<file path="src/rtl/mem_port_arbiter.sv">
// mem_port_arbiter: shares the unified block memory's second port between the
// instruction-fetch refill path and the data-access path. One access at a time,
// round-robin under contention, fixed strobe hold, mandatory strobe-low release.
module mem_port_arbiter #(
    parameter int unsigned WORD_SIZE   = 16,
    parameter int unsigned LINE_BITS   = 64,
    parameter int unsigned MEM_LATENCY = 8
) (
    input  logic                 clk,
    input  logic                 reset,
    // instruction side
    input  logic                 i_req,
    input  logic [WORD_SIZE-1:0] i_addr,
    output logic                 i_ack,
    output logic [LINE_BITS-1:0] i_rdata,
    // data side
    input  logic                 d_req,
    input  logic                 d_we,
    input  logic [WORD_SIZE-1:0] d_addr,
    input  logic [WORD_SIZE-1:0] d_wdata,
    output logic                 d_ack,
    output logic [LINE_BITS-1:0] d_rdata,
    // memory port
    output logic                 mem_read,
    output logic                 mem_write,
    output logic [WORD_SIZE-1:0] mem_addr,
    output logic [LINE_BITS-1:0] mem_wdata,
    input  logic [LINE_BITS-1:0] mem_rdata,
    // status
    output logic                 busy
);

    localparam int unsigned CNT_W = $clog2(MEM_LATENCY);
    localparam logic [CNT_W-1:0] CNT_LOAD = CNT_W'(MEM_LATENCY - 1);

    typedef enum logic [1:0] {
        ST_IDLE    = 2'd0,
        ST_BUSY    = 2'd1,
        ST_RELEASE = 2'd2
    } state_t;

    state_t               state, state_nxt;
    logic [CNT_W-1:0]     cnt, cnt_nxt;
    logic                 owner_d, owner_d_nxt;   // 1 = data side owns the access
    logic                 we_q, we_nxt;           // latched data-side write flag
    logic                 last_d, last_d_nxt;     // 1 = data side granted last
    logic                 grant_d;

    logic                 mem_read_nxt, mem_write_nxt;
    logic [WORD_SIZE-1:0] mem_addr_nxt;
    logic [LINE_BITS-1:0] mem_wdata_nxt;
    logic                 i_ack_nxt, d_ack_nxt;
    logic [LINE_BITS-1:0] i_rdata_nxt, d_rdata_nxt;
    logic                 busy_nxt;

    // Round-robin pick: data wins when alone or when instruction was granted last.
    assign grant_d = d_req && (!i_req || !last_d);

    // Next-state and next-output logic for the access sequencer.
    always_comb begin
        state_nxt     = state;
        cnt_nxt       = cnt;
        owner_d_nxt   = owner_d;
        we_nxt        = we_q;
        last_d_nxt    = last_d;
        mem_read_nxt  = 1'b0;
        mem_write_nxt = 1'b0;
        mem_addr_nxt  = mem_addr;
        mem_wdata_nxt = mem_wdata;
        i_ack_nxt     = 1'b0;
        d_ack_nxt     = 1'b0;
        i_rdata_nxt   = i_rdata;
        d_rdata_nxt   = d_rdata;

        unique case (state)
            ST_IDLE: begin
                if (i_req || d_req) begin
                    owner_d_nxt   = grant_d;
                    last_d_nxt    = grant_d;
                    we_nxt        = grant_d && d_we;
                    mem_addr_nxt  = grant_d ? d_addr : i_addr;
                    mem_wdata_nxt = grant_d ? LINE_BITS'(d_wdata) : '0;
                    cnt_nxt       = CNT_LOAD;
                    mem_read_nxt  = !(grant_d && d_we);
                    mem_write_nxt = grant_d && d_we;
                    state_nxt     = ST_BUSY;
                end
            end
            ST_BUSY: begin
                if (cnt == '0) begin
                    // Last strobe cycle: capture the block, then drop strobes.
                    if (!we_q) begin
                        if (owner_d) begin
                            d_rdata_nxt = mem_rdata;
                        end else begin
                            i_rdata_nxt = mem_rdata;
                        end
                    end
                    i_ack_nxt = !owner_d;
                    d_ack_nxt = owner_d;
                    state_nxt = ST_RELEASE;
                end else begin
                    cnt_nxt       = cnt - CNT_W'(1);
                    mem_read_nxt  = !we_q;
                    mem_write_nxt = we_q;
                end
            end
            ST_RELEASE: begin
                // Strobes stay low here so the memory re-arms on the next rising edge.
                state_nxt = ST_IDLE;
            end
            default: begin
                state_nxt = ST_IDLE;
            end
        endcase

        busy_nxt = (state_nxt != ST_IDLE);
    end

    // State and output registers with synchronous reset.
    always_ff @(posedge clk) begin
        if (reset) begin
            state     <= ST_IDLE;
            cnt       <= '0;
            owner_d   <= 1'b0;
            we_q      <= 1'b0;
            last_d    <= 1'b0;
            mem_read  <= 1'b0;
            mem_write <= 1'b0;
            mem_addr  <= '0;
            mem_wdata <= '0;
            i_ack     <= 1'b0;
            d_ack     <= 1'b0;
            i_rdata   <= '0;
            d_rdata   <= '0;
            busy      <= 1'b0;
        end else begin
            state     <= state_nxt;
            cnt       <= cnt_nxt;
            owner_d   <= owner_d_nxt;
            we_q      <= we_nxt;
            last_d    <= last_d_nxt;
            mem_read  <= mem_read_nxt;
            mem_write <= mem_write_nxt;
            mem_addr  <= mem_addr_nxt;
            mem_wdata <= mem_wdata_nxt;
            i_ack     <= i_ack_nxt;
            d_ack     <= d_ack_nxt;
            i_rdata   <= i_rdata_nxt;
            d_rdata   <= d_rdata_nxt;
            busy      <= busy_nxt;
        end
    end

endmodule

</file>
<file path="config.mk">
export PLATFORM = sky130hd
export DESIGN_NAME = mem_port_arbiter
export DESIGN_NICKNAME = d
export VERILOG_FILES = /design/src/rtl/mem_port_arbiter.sv
export SDC_FILE = /design/constraint.sdc
export NUM_CORES = 1
export LEC_CHECK = 0
export BUFFER_PORTS_ARGS = -buffer_cell sky130_fd_sc_hd__buf_4
export CAP_MARGIN = 20
export CELL_PAD_IN_SITES_DETAIL_PLACEMENT = 1
export CELL_PAD_IN_SITES_GLOBAL_PLACEMENT = 2
export CORE_MARGIN = 2
export CORE_UTILIZATION = 25
export CTS_CLUSTER_SIZE = 14
export DETAILED_ROUTE_END_ITERATION = 7
export PLACE_DENSITY = 0.78
export SLEW_MARGIN = 20
export SYNTH_ARGS = -nofsm -noshare
export SYNTH_HDL_FRONTEND = slang
export SYNTH_SLANG_ARGS = --single-unit
</file>
<file path="constraint.sdc">
create_clock -name clk -period 1.9 [get_ports clk]
set_clock_uncertainty 0.2 [all_clocks]
set_input_delay 0.19 -clock clk [delete_from_list [all_inputs] [get_ports clk]]
set_output_delay 0.19 -clock clk [all_outputs]
set_load 0.02 [all_outputs]
</file>
==> results_dict.tcl <==
set metrics [dict create \
    core_area_um2 29560 \
    initial_core_util 0.2527 \
    cap_violations 0 \
    ys.flop_type "dfxtp_1" \
    end_kind "register" \
    grt_pass1_vias 6554 \
    fmax_mhz 553.8 \
    min_from "reset" \
    slew_viol_final 0 \
    gp_congestion 0.7264 \
    cts_buffers 17 \
    p_per_area_nw_per_um2 805.4 \
    clk_transition_reported_paths_ns 0.08 \
    cts_tree "built" \
    synth_enable_flop_cells 0 \
    std_cell_rows 63 \
    async_reset_ff_frac 0 \
    wl_um 23370 \
    dr.pass1.iters 4 \
    min-delay-path-class "input port to register" \
    seq_area_frac_synth 0.4610 \
    syn_area_um2 7470 \
    num_vias 6289 \
    yosys-top-cells-area "dfxtp_1 46%, mux2i_1 17%, nand2b_1 16%" \
    grt_max_degree 134 \
    fin_cells 1512 \
    clockBufferDepth 2 \
    grt_setup_unrepaired "false" \
    syn_inst 721 \
    setup_tns_ns 0 \
    worstHoldEndpoint "last_d" \
    die_area_um2 31280 \
    syn_to_final_growth_pct 55.53 \
    ff2ff_setup_slack_ns 0.09 \
    grt-ovfl-total 0 \
    insertion_delay_ns 0.42 \
    synth_seq_cells 172 \
    synth_top_cell_area_share 0.4610 \
    n_fill_cell 3318 \
    worst_hold_slack_ns 0.08258 \
    vdd_drop_max_v 0.0005811 \
    crit_type "input port to register" \
    status "complete, no violations" \
    r2r-end "i_rdata[41]" \
    ant_nets 0 \
    cp.required_ns 2.02 \
    fin_crit_ns 1.806 \
    cts_root_buf "clkbuf_16" \
    dp.cells 1364 \
    power.static_leakage_nw 5.295 \
    min_path_cells 3 \
    nNetsFinal 1227 \
    synth_most_common_cell "nand2b_1" \
    start_kind "input port" \
    hpwl_um 15690 \
    arrival_ns 1.93 \
    fp.dieH_um 176.9 \
    track_usage 0.1465 \
    vias_per_cell 4.159 \
    yosys-top-cells-count "193 x nand2b_1, 172 x dfxtp_1, 128 x mux2i_1, 57 x buf_4, 35 x nand2_1" \
    hold_violations 0 \
    io_buffers 281 \
    p_total_mw 9.357 \
    cts_num_sinks 172 \
    drc 0 \
    antenna_found_initial 0 \
    ios 330 \
    avgRoutedWirePerCell_um 15.46 \
    drtIter0Drc 211 \
    dp_worst_setup_slack_ns 0.07251 \
    r2r-start "cnt[1]" \
    yosysUniqueCellTypes 38 \
    synth_top_area_cell "dfxtp_1" \
    dieWidth_um 176.9 \
    finalCritPeriodShare 0.9504 \
    r2r_cells 6 \
    htree_levels 4 \
    setup_viol 0 \
    setup_ws_ns 0.09425 \
    grt_pass1_wl_um 36070 \
    critPathMaxFanout 17 \
    ys_warn_count 0 \
    layout-drive-gt1-share 0.3176 \
    syn_area_per_cell_um2 10.36 \
]
## worst max path at each step
stage	start	cells after the start	slack, ns	end
global placement	cnt[1]	6	0.11	i_rdata[36]
CTS	i_req	5	0.02	mem_addr[12]
floorplan	cnt[0]	7	0.11	i_rdata[10]
global route	cnt[1]	7	0.002	i_rdata[7]
finish	i_req	5	0.09	mem_addr[12]
detailed placement	cnt[1]	6	0.07	i_rdata[31]
## worst max-delay path, stage by stage
cell and delay (ns):
dlygate4sd3_1 0.54, buf_4 0.15, or2_2 0.39, and2_2 0.36
a311oi_1 0.29
## where the power goes
part	switching, mW	leakage (nW)	internal [mW]
combinational	0.933	3.60	0.912
sequential	0.122	1.40	3.80
clock	1.70	0.295	1.89
total	2.75	5.29	6.60
## logic make-up (layout without fill, tap and decap cells)
family,after synthesis,in the layout,share of synthesized area
compound gates,66,66,0.06717
fa+ha+maj,2,2,0.003350
buf+inv,103,456,0.09464
flops,172,172,0.4610
mux,128,128,0.1715
other cells,1,49,0.0005020
simple gates,249,249,0.2018
## area by class of cell
| class | count | area, um^2 | area share |
|---|---|---|---|
| clock inverters | 15 | 171.4 | 0.01475 |
| well taps | 390 | 488.0 | 0.04200 |
| repair buffers | 421 | 3561 | 0.3065 |
| diodes | 1 | 2.502 | 0.0002154 |
| clock buffers | 17 | 425.4 | 0.03662 |
| inverters | 3 | 11.26 | 0.0009693 |
| flip-flops and latches | 172 | 3445 | 0.2965 |
| multi-input cells | 493 | 3513 | 0.3024 |
## per-layer routing
metal | GRT usage | vias up | part of all wire
met5 | 0 | - | 0
met4 | 0.04029 | 0 | 0.016
met3 | 0.04618 | 17 | 0.068
met2 | 0.2472 | 203 | 0.49
met1 | 0.1793 | 2982 | 0.43
li1 | - | 3087 | -
## per-stage QoR
step,util,area [um^2]
2_1_floorplan,-,7646
3_3_place_gp,0.3336,9862
3_5_place_dp,0.3336,9862
4_1_cts,0.3928,11610
5_1_grt,0.3929,11610
6_report,0.3930,11620
## what timing repair did
action / in CTS / in global routing
setup endpoints to repair: 0 / 53
endpoints found under the hold margin: 164 / 0
hold buffers: 115 / 0
buffers inserted: 0 / 0
gates resized for setup: 0 / 3
## registers in the layout (all words and copies together) (netlist names), 2 cells and up
name and flops:
mem_addr 16, cnt 3, mem_wdata 16, state 2, d_rdata 64, i_rdata 64
## cells in the final DEF, fill, tap and decap left out, drive strengths merged
| master | count |
|---|---|
| and4bb | 1 |
| dlygate4sd3 | 115 |
| a31oi | 2 |
| a31o | 1 |
| a211oi | 2 |
| and2 | 3 |
| nor4 | 1 |
| buf | 306 |
| o21ba | 1 |
| or2 | 2 |
| a211o | 1 |
| diode | 1 |
| nor2 | 3 |
| a22o | 16 |
| or3 | 2 |
| o211ai | 1 |
| nand3b | 1 |
| nor2b | 1 |
| a21boi | 1 |
| clkinv | 5 |
| a311oi | 17 |
| clkbuf | 17 |
| o221ai | 1 |
| and2b | 1 |
| bufinv | 1 |
| ha | 2 |
| nor3 | 2 |
| mux2i | 128 |
| dfxtp | 172 |
| a21bo | 3 |
| a21oi | 20 |
| nand2 | 35 |
| conb | 48 |
| nand4bb | 1 |
| inv | 12 |
| nand3 | 3 |
| nand2b | 193 |
(Power assumes the default switching activity.)
